===== src/rtl/apb4_regfile_slave_pkg.sv =====
// Shared types and sizing helpers for the APB4 register-file completer.
// Holds the transfer FSM encoding plus the byte-lane and index width helpers.
package apb4_pkg;

    typedef enum logic [1:0] {
        IDLE,
        SETUP,
        ACCESS
    } apb_state_e;

    localparam int WAIT_CNT_W = 4;

    function automatic int BYTES(input int data_w);
        return data_w / 8;
    endfunction

    function automatic int IDX_W(input int num_regs);
        return $clog2(num_regs);
    endfunction

endpackage


===== src/rtl/apb4_regfile_slave_if.sv =====
// APB4 bus bundle (with pstrb) shared by the completer and its requester.
// The requester drives the select/control/data signals; the completer returns prdata/pready/pslverr.
interface apb4_regfile_slave_if #(
    parameter int ADDR_W = 32,
    parameter int DATA_W = 32
);
    logic                  psel;
    logic                  penable;
    logic                  pwrite;
    logic [ADDR_W-1:0]     paddr;
    logic [DATA_W-1:0]     pwdata;
    logic [DATA_W/8-1:0]   pstrb;
    logic [DATA_W-1:0]     prdata;
    logic                  pready;
    logic                  pslverr;

    modport master (
        output psel, penable, pwrite, paddr, pwdata, pstrb,
        input  prdata, pready, pslverr
    );

    modport slave (
        input  psel, penable, pwrite, paddr, pwdata, pstrb,
        output prdata, pready, pslverr
    );

endinterface


===== src/rtl/apb4_regfile_slave_wait_ctrl.sv =====
// Transfer FSM and wait counter: pready (registered) rises WAIT_STATES+1 cycles after SETUP.
// complete_o is the next-edge view of pready, so the datapath commits on the same edge pready rises.
module apb4_wait_ctrl
    import apb4_pkg::*;
#(
    parameter int WAIT_STATES = 0
) (
    input  logic clk,
    input  logic rst,
    input  logic psel_i,
    input  logic penable_i,
    output logic setup_o,
    output logic pready_o,
    output logic complete_o
);

    apb_state_e            state_q, state_d;
    logic [WAIT_CNT_W-1:0] wait_cnt_q, wait_cnt_d;
    logic                  pready_q, pready_d;

    always_comb begin
        state_d    = state_q;
        wait_cnt_d = wait_cnt_q;
        setup_o    = 1'b0;
        unique case (state_q)
            IDLE: begin
                // penable=1 without a preceding setup phase is not a transfer start
                if (psel_i && !penable_i) begin
                    state_d    = SETUP;
                    wait_cnt_d = WAIT_CNT_W'(WAIT_STATES);
                    setup_o    = 1'b1;
                end
            end
            SETUP:  state_d = ACCESS;
            ACCESS: begin
                if (pready_q) begin
                    state_d = IDLE;
                end else if (wait_cnt_q != '0) begin
                    wait_cnt_d = wait_cnt_q - WAIT_CNT_W'(1);
                end
            end
            default: state_d = IDLE;
        endcase
        pready_d = (state_d == ACCESS) && (wait_cnt_d == '0);
    end

    always_ff @(posedge clk) begin
        if (rst) begin
            state_q    <= IDLE;
            wait_cnt_q <= '0;
            pready_q   <= 1'b0;
        end else begin
            state_q    <= state_d;
            wait_cnt_q <= wait_cnt_d;
            pready_q   <= pready_d;
        end
    end

    assign pready_o   = pready_q;
    assign complete_o = pready_d;

endmodule


===== src/rtl/apb4_regfile_slave.sv =====
// APB4 completer over NUM_REGS registers with byte strobes, RO mask and error response.
// Response registered; completes WAIT_STATES+1 cycles after SETUP; bus stalled via pready meanwhile.
module apb4_regfile_slave
    import apb4_pkg::*;
#(
    parameter int                  ADDR_W      = 32,
    parameter int                  DATA_W      = 32,
    parameter int                  NUM_REGS    = 16,
    parameter int                  WAIT_STATES = 0,
    parameter logic [NUM_REGS-1:0] RO_MASK     = '0
) (
    input  logic                         clk,
    input  logic                         rst,
    apb4_regfile_slave_if.slave          apb,
    output logic [NUM_REGS*DATA_W-1:0]   regs_o,
    output logic [NUM_REGS-1:0]          wr_pulse_o
);

    localparam int                NB       = BYTES(DATA_W);
    localparam int                IW       = IDX_W(NUM_REGS);
    localparam int                OFF_W    = $clog2(NB);
    localparam logic [ADDR_W-1:0] SPAN     = ADDR_W'(NUM_REGS * NB);
    localparam logic [ADDR_W-1:0] OFF_MASK = ADDR_W'(NB - 1);

    typedef struct packed {
        logic [ADDR_W-1:0] addr;
        logic              write;
        logic [DATA_W-1:0] wdata;
        logic [NB-1:0]     strb;
    } req_t;

    req_t                              req_q, req_d;
    logic [NUM_REGS-1:0][DATA_W-1:0]   regs_q, regs_d;
    logic [DATA_W-1:0]                 prdata_q, prdata_d;
    logic                              pslverr_q, pslverr_d;
    logic [NUM_REGS-1:0]               wr_pulse_q, wr_pulse_d;

    logic          setup;
    logic          complete;
    logic [IW-1:0] idx;
    logic          err;

    apb4_wait_ctrl #(
        .WAIT_STATES (WAIT_STATES)
    ) u_wait_ctrl (
        .clk        (clk),
        .rst        (rst),
        .psel_i     (apb.psel),
        .penable_i  (apb.penable),
        .setup_o    (setup),
        .pready_o   (apb.pready),
        .complete_o (complete)
    );

    // Decode runs off the latched request so bus changes after SETUP have no effect
    assign idx = req_q.addr[OFF_W +: IW];
    assign err = (req_q.addr >= SPAN)
              || ((req_q.addr & OFF_MASK) != '0)
              || (req_q.write && RO_MASK[idx]);

    always_comb begin
        req_d      = req_q;
        regs_d     = regs_q;
        prdata_d   = prdata_q;
        pslverr_d  = 1'b0;
        wr_pulse_d = '0;
        if (setup) begin
            req_d.addr  = apb.paddr;
            req_d.write = apb.pwrite;
            req_d.wdata = apb.pwdata;
            req_d.strb  = apb.pstrb;
        end
        if (complete) begin
            pslverr_d = err;
            if (req_q.write) begin
                if (!err) begin
                    for (int b = 0; b < NB; b++) begin
                        if (req_q.strb[b]) begin
                            regs_d[idx][b*8 +: 8] = req_q.wdata[b*8 +: 8];
                        end
                    end
                    wr_pulse_d[idx] = 1'b1;
                end
            end else begin
                prdata_d = err ? '0 : regs_q[idx];
            end
        end
    end

    always_ff @(posedge clk) begin
        if (rst) begin
            req_q      <= '0;
            regs_q     <= '0;
            prdata_q   <= '0;
            pslverr_q  <= 1'b0;
            wr_pulse_q <= '0;
        end else begin
            req_q      <= req_d;
            regs_q     <= regs_d;
            prdata_q   <= prdata_d;
            pslverr_q  <= pslverr_d;
            wr_pulse_q <= wr_pulse_d;
        end
    end

    assign apb.prdata  = prdata_q;
    assign apb.pslverr = pslverr_q;
    assign regs_o      = regs_q;
    assign wr_pulse_o  = wr_pulse_q;

endmodule


===== src/flat_wrapper.sv =====
// flat-port wrapper written by rule: the top's interface ports become plain ports
module apb4_regfile_slave_flat import apb4_pkg::*;
#(
    parameter int                  ADDR_W      = 32,
    parameter int                  DATA_W      = 32,
    parameter int                  NUM_REGS    = 16,
    parameter int                  WAIT_STATES = 0,
    parameter logic [NUM_REGS-1:0] RO_MASK     = '0
)
  (clk, rst, regs_o, wr_pulse_o, apb_psel, apb_penable, apb_pwrite, apb_paddr, apb_pwdata, apb_pstrb, apb_prdata, apb_pready, apb_pslverr);
  apb4_regfile_slave_if #(.ADDR_W(ADDR_W), .DATA_W(DATA_W)) apb_i ();
  input  logic clk;
  input  logic rst;
  output logic [NUM_REGS*DATA_W-1:0] regs_o;
  output logic [NUM_REGS-1:0] wr_pulse_o;
  input wire logic [$bits(apb_i.psel)-1:0] apb_psel;
  input wire logic [$bits(apb_i.penable)-1:0] apb_penable;
  input wire logic [$bits(apb_i.pwrite)-1:0] apb_pwrite;
  input wire logic [$bits(apb_i.paddr)-1:0] apb_paddr;
  input wire logic [$bits(apb_i.pwdata)-1:0] apb_pwdata;
  input wire logic [$bits(apb_i.pstrb)-1:0] apb_pstrb;
  output wire logic [$bits(apb_i.prdata)-1:0] apb_prdata;
  output wire logic [$bits(apb_i.pready)-1:0] apb_pready;
  output wire logic [$bits(apb_i.pslverr)-1:0] apb_pslverr;
  assign apb_i.psel = apb_psel;
  assign apb_i.penable = apb_penable;
  assign apb_i.pwrite = apb_pwrite;
  assign apb_i.paddr = apb_paddr;
  assign apb_i.pwdata = apb_pwdata;
  assign apb_i.pstrb = apb_pstrb;
  assign apb_prdata = apb_i.prdata;
  assign apb_pready = apb_i.pready;
  assign apb_pslverr = apb_i.pslverr;
  apb4_regfile_slave #(.ADDR_W(ADDR_W), .DATA_W(DATA_W), .NUM_REGS(NUM_REGS), .WAIT_STATES(WAIT_STATES), .RO_MASK(RO_MASK)) u_core (.clk(clk), .rst(rst), .apb(apb_i), .regs_o(regs_o), .wr_pulse_o(wr_pulse_o));
endmodule

===== config.mk =====
export PLATFORM = sky130hd
export DESIGN_NAME = apb4_regfile_slave_flat
export DESIGN_NICKNAME = d
export VERILOG_FILES = /design/src/rtl/apb4_regfile_slave_pkg.sv /design/src/rtl/apb4_regfile_slave_if.sv /design/src/rtl/apb4_regfile_slave_wait_ctrl.sv /design/src/rtl/apb4_regfile_slave.sv /design/src/flat_wrapper.sv
export SDC_FILE = /design/constraint.sdc
export NUM_CORES = 1
export LEC_CHECK = 0
export CAP_MARGIN = 40
export CORE_UTILIZATION = 26
export CTS_CLUSTER_SIZE = 14
export DETAILED_ROUTE_END_ITERATION = 16
export DONT_BUFFER_PORTS = 1
export SETUP_SLACK_MARGIN = 0.05
export SLEW_MARGIN = 10
export SYNTH_ARGS = -nofsm -noshare
export SYNTH_HDL_FRONTEND = slang
export SYNTH_SLANG_ARGS = --single-unit

===== constraint.sdc =====
create_clock -name clk -period 4 [get_ports clk]
set_clock_uncertainty 0.1 [all_clocks]
set_input_delay 1 -clock clk [delete_from_list [all_inputs] [get_ports clk]]
set_output_delay 1 -clock clk [all_outputs]
set_load 0.01 [all_outputs]

==> impl_metrics.tcl <==
set metrics [dict create \
    fp.dieW_um 338.5 \
    io_buffer_count 0 \
    power_density_nw_per_um2 445.0 \
    dr_total_vias 21880 \
    ioPinCount 635 \
    postRouteAntennaNets 0 \
    setup_viol 0 \
    wl_mm 122.8 \
    drcViolationCount 0 \
    worst_pin_slew_ps 3053 \
    drt_iter0_drc 1575 \
    power_mw 14.99 \
    power_leakage_nw 13.79 \
    ys_ff_latch 637 \
    first_global_vias 21760 \
    fin_util_pct 29.99 \
    cp_slowest_cell "nand2b_1" \
    drive_gt1_share_pct 8.816 \
    clock-sinks 637 \
    rsz0062_at_grt "false" \
    start_util_pct 26.21 \
    core_sq_um 112300 \
    peakVddDrop_mv 0.2888 \
    setup_ws_ps 340.2 \
    area_growth_pct 14.41 \
    first_pass_iters 5 \
    min_period_over_period_pct 91.49 \
    multiInputGateArea_sq_um 15330 \
    hpwl_mm 84.79 \
    worstPathRequired_ps 4450 \
    path_clk_slew_ps 60 \
    fin_area_sq_um 33690 \
    crit_buf_inv 0 \
    die_h_um 338.5 \
    ys_async_sr_fraction_pct 0 \
    path_max_fanout 656 \
    cts.repair.resized 0 \
    dieArea_sq_um 114600 \
    post_cts_buffers 0 \
    cts_buffers 79 \
    yosysUniqueCellTypes 43 \
    max_stage_delay_ps 1290 \
    nets 2859 \
    hold_violations 0 \
    fmax_ghz 0.2732 \
    cts_root_buf "clkbuf_16" \
    avgRoutedWirePerCell_um 28.23 \
    vias_per_cell 5.028 \
    gp_congestion 0.8582 \
    htree_levels 3 \
    cts_buffer_depth 3 \
    endpoint_kind "flop" \
    grt_util_all_layers_pct 20.69 \
    worstSetupStartpointType "input pin" \
    path_class "input pin to flop" \
    fillers 11740 \
    cp.arrival_ps 4110 \
    syn_area_sq_um 29450 \
    overflow 0 \
    setup_tns_ps 0 \
    fin_crit_ps 3660 \
    yosysWarnings 0 \
    status "finished with violations" \
    syn-num-nets 3006 \
    crit_chain "nand2b_1 > mux2i_1" \
    clock_latency_ps 660 \
    dp_slack_ps 328.7 \
    regArea_sq_um 12760 \
    hold_buffers 0 \
    hold_path_class "input pin to flop" \
    num_rows 123 \
    grt_first_pass_wirelength_mm 172.2 \
    synth_edf_count 0 \
    violations "max-slew violations" \
    maxSlewViolCount 458 \
    cts_tree "yes" \
    grt_max_degree 657 \
    seq_area_frac_synth_pct 43.31 \
    synth-main-ff-cell "dfxtp_1" \
    antenna_found_initial 13 \
    slew_headroom_pct -103.5 \
    postSynthAreaPerCell_sq_um 10.04 \
    place_area_sq_um 30800 \
    cp_top_family "simple AND/OR/NAND/NOR gates" \
    cap_violations 0 \
    synth_cells 2932 \
]
[per-layer routing]
layer	share of wire (%)	track usage (%)	wire (um)	vias to the layer above
met3	8.8	7.801	10860	221
met5	0.059	0	72	-
met2	47	33.64	57270	814
met1	41	24.64	50360	10950
li1	-	-	-	9886
met4	3.5	7.721	4282	10
[kinds of logic after synthesis]
group                      after synthesis  share of synthesized area [%]
and+or+nand+nor                        963                          19.59
muxes                                  801                          27.23
DFF                                    637                          43.31
buffers and inverters                  326                          4.891
AOI/OAI and AO/OA                      204                          4.946
adders and majority gates                1                        0.04248
[layout make-up]
| class | count | share of cell area, % |
|---|---|---|
| inverter | 5 | 0.05571 |
| multi-input combinational | 1969 | 45.51 |
| tap | 1500 | 5.571 |
| timing repair buffer | 93 | 2.503 |
| antenna | 5 | 0.03714 |
| clock inverter | 32 | 1.630 |
| clock buffer | 111 | 6.826 |
| sequential | 637 | 37.86 |
[report_power, final]
group / internal [mW] / switching (mW)
clock network: 4.82 / 3.04
logic: 0.308 / 0.406
registers: 6.38 / 0.0423
total: 11.5 / 3.49
[path summary, 6_finish.rpt]
path	end	cells past startpoint	from	slack, ps
worst min register to register	u_core.req_q[66]	2	u_core.req_q[66]	350
worst min-delay path	u_core.req_q[46]	1	rst	340
worst max register to register	u_core.regs_o[300]	6	u_core.u_wait_ctrl.state_q[1]	620
worst max-delay path	u_core.regs_o[444]	2	rst	340
[synth_stat cells, types with 4 or more instances]
cell type / n / share of area [%]
nand4b_1: 32 / 0.95
buf_2: 40 / 0.68
a21oi_1: 71 / 1.2
nor4_4: 4 / 0.29
a22o_1: 32 / 0.95
inv_1: 5 / 0.064
nor3_1: 20 / 0.34
nor2_1: 19 / 0.24
nand2b_1: 581 / 12
nor4_1: 13 / 0.28
buf_6: 6 / 0.23
clkbuf_1: 221 / 2.8
nor3b_1: 4 / 0.10
a22oi_1: 64 / 1.6
a221oi_1: 32 / 0.95
buf_4: 32 / 0.82
or4_1: 62 / 1.6
mux2i_1: 801 / 27
dfxtp_1: 637 / 43
buf_1: 21 / 0.27
nand3_1: 65 / 1.1
nand2_1: 145 / 1.8
[metrics by stage]
stage                     instances  hold WS [ps]
after floorplan                2932         335.6
after global placement         4197         339.8
after detailed placement       4203         343.3
after CTS                      4346         304.1
after global routing           4351         287.6
final                          4352         337.1
[layout by cell type, fill, tap and decap left out, types with 61 or more instances in the layout]
master / count
mux2i_1: 800
dfxtp_1: 636
nand3_1: 65
a22oi_1: 64
buf_4: 80
or4_1: 61
nand2b_1: 581
nand2_1: 145
a21oi_1: 71
clkbuf_16: 81
[worst register-to-register path, stage by stage, from the launching register on]
cell and delay (ps):
dfxtp_1 550, nor3b_1 530, and2_1 320, o2111ai_4 140, buf_4 330, or4_1 1040, mux2i_1 220
[state kept, by name, indices dropped and copies added (netlist names)]
name	flops
u_core.apb.prdata	32
u_core.apb.pslverr	1
u_core.idx	4
u_core.regs_o	512
u_core.req_q	65
u_core.u_wait_ctrl.pready_o	1
u_core.u_wait_ctrl.state_q	2
u_core.u_wait_ctrl.wait_cnt_q	4
u_core.wr_pulse_o	16
Note: power is estimated with default switching activity, not from simulation.
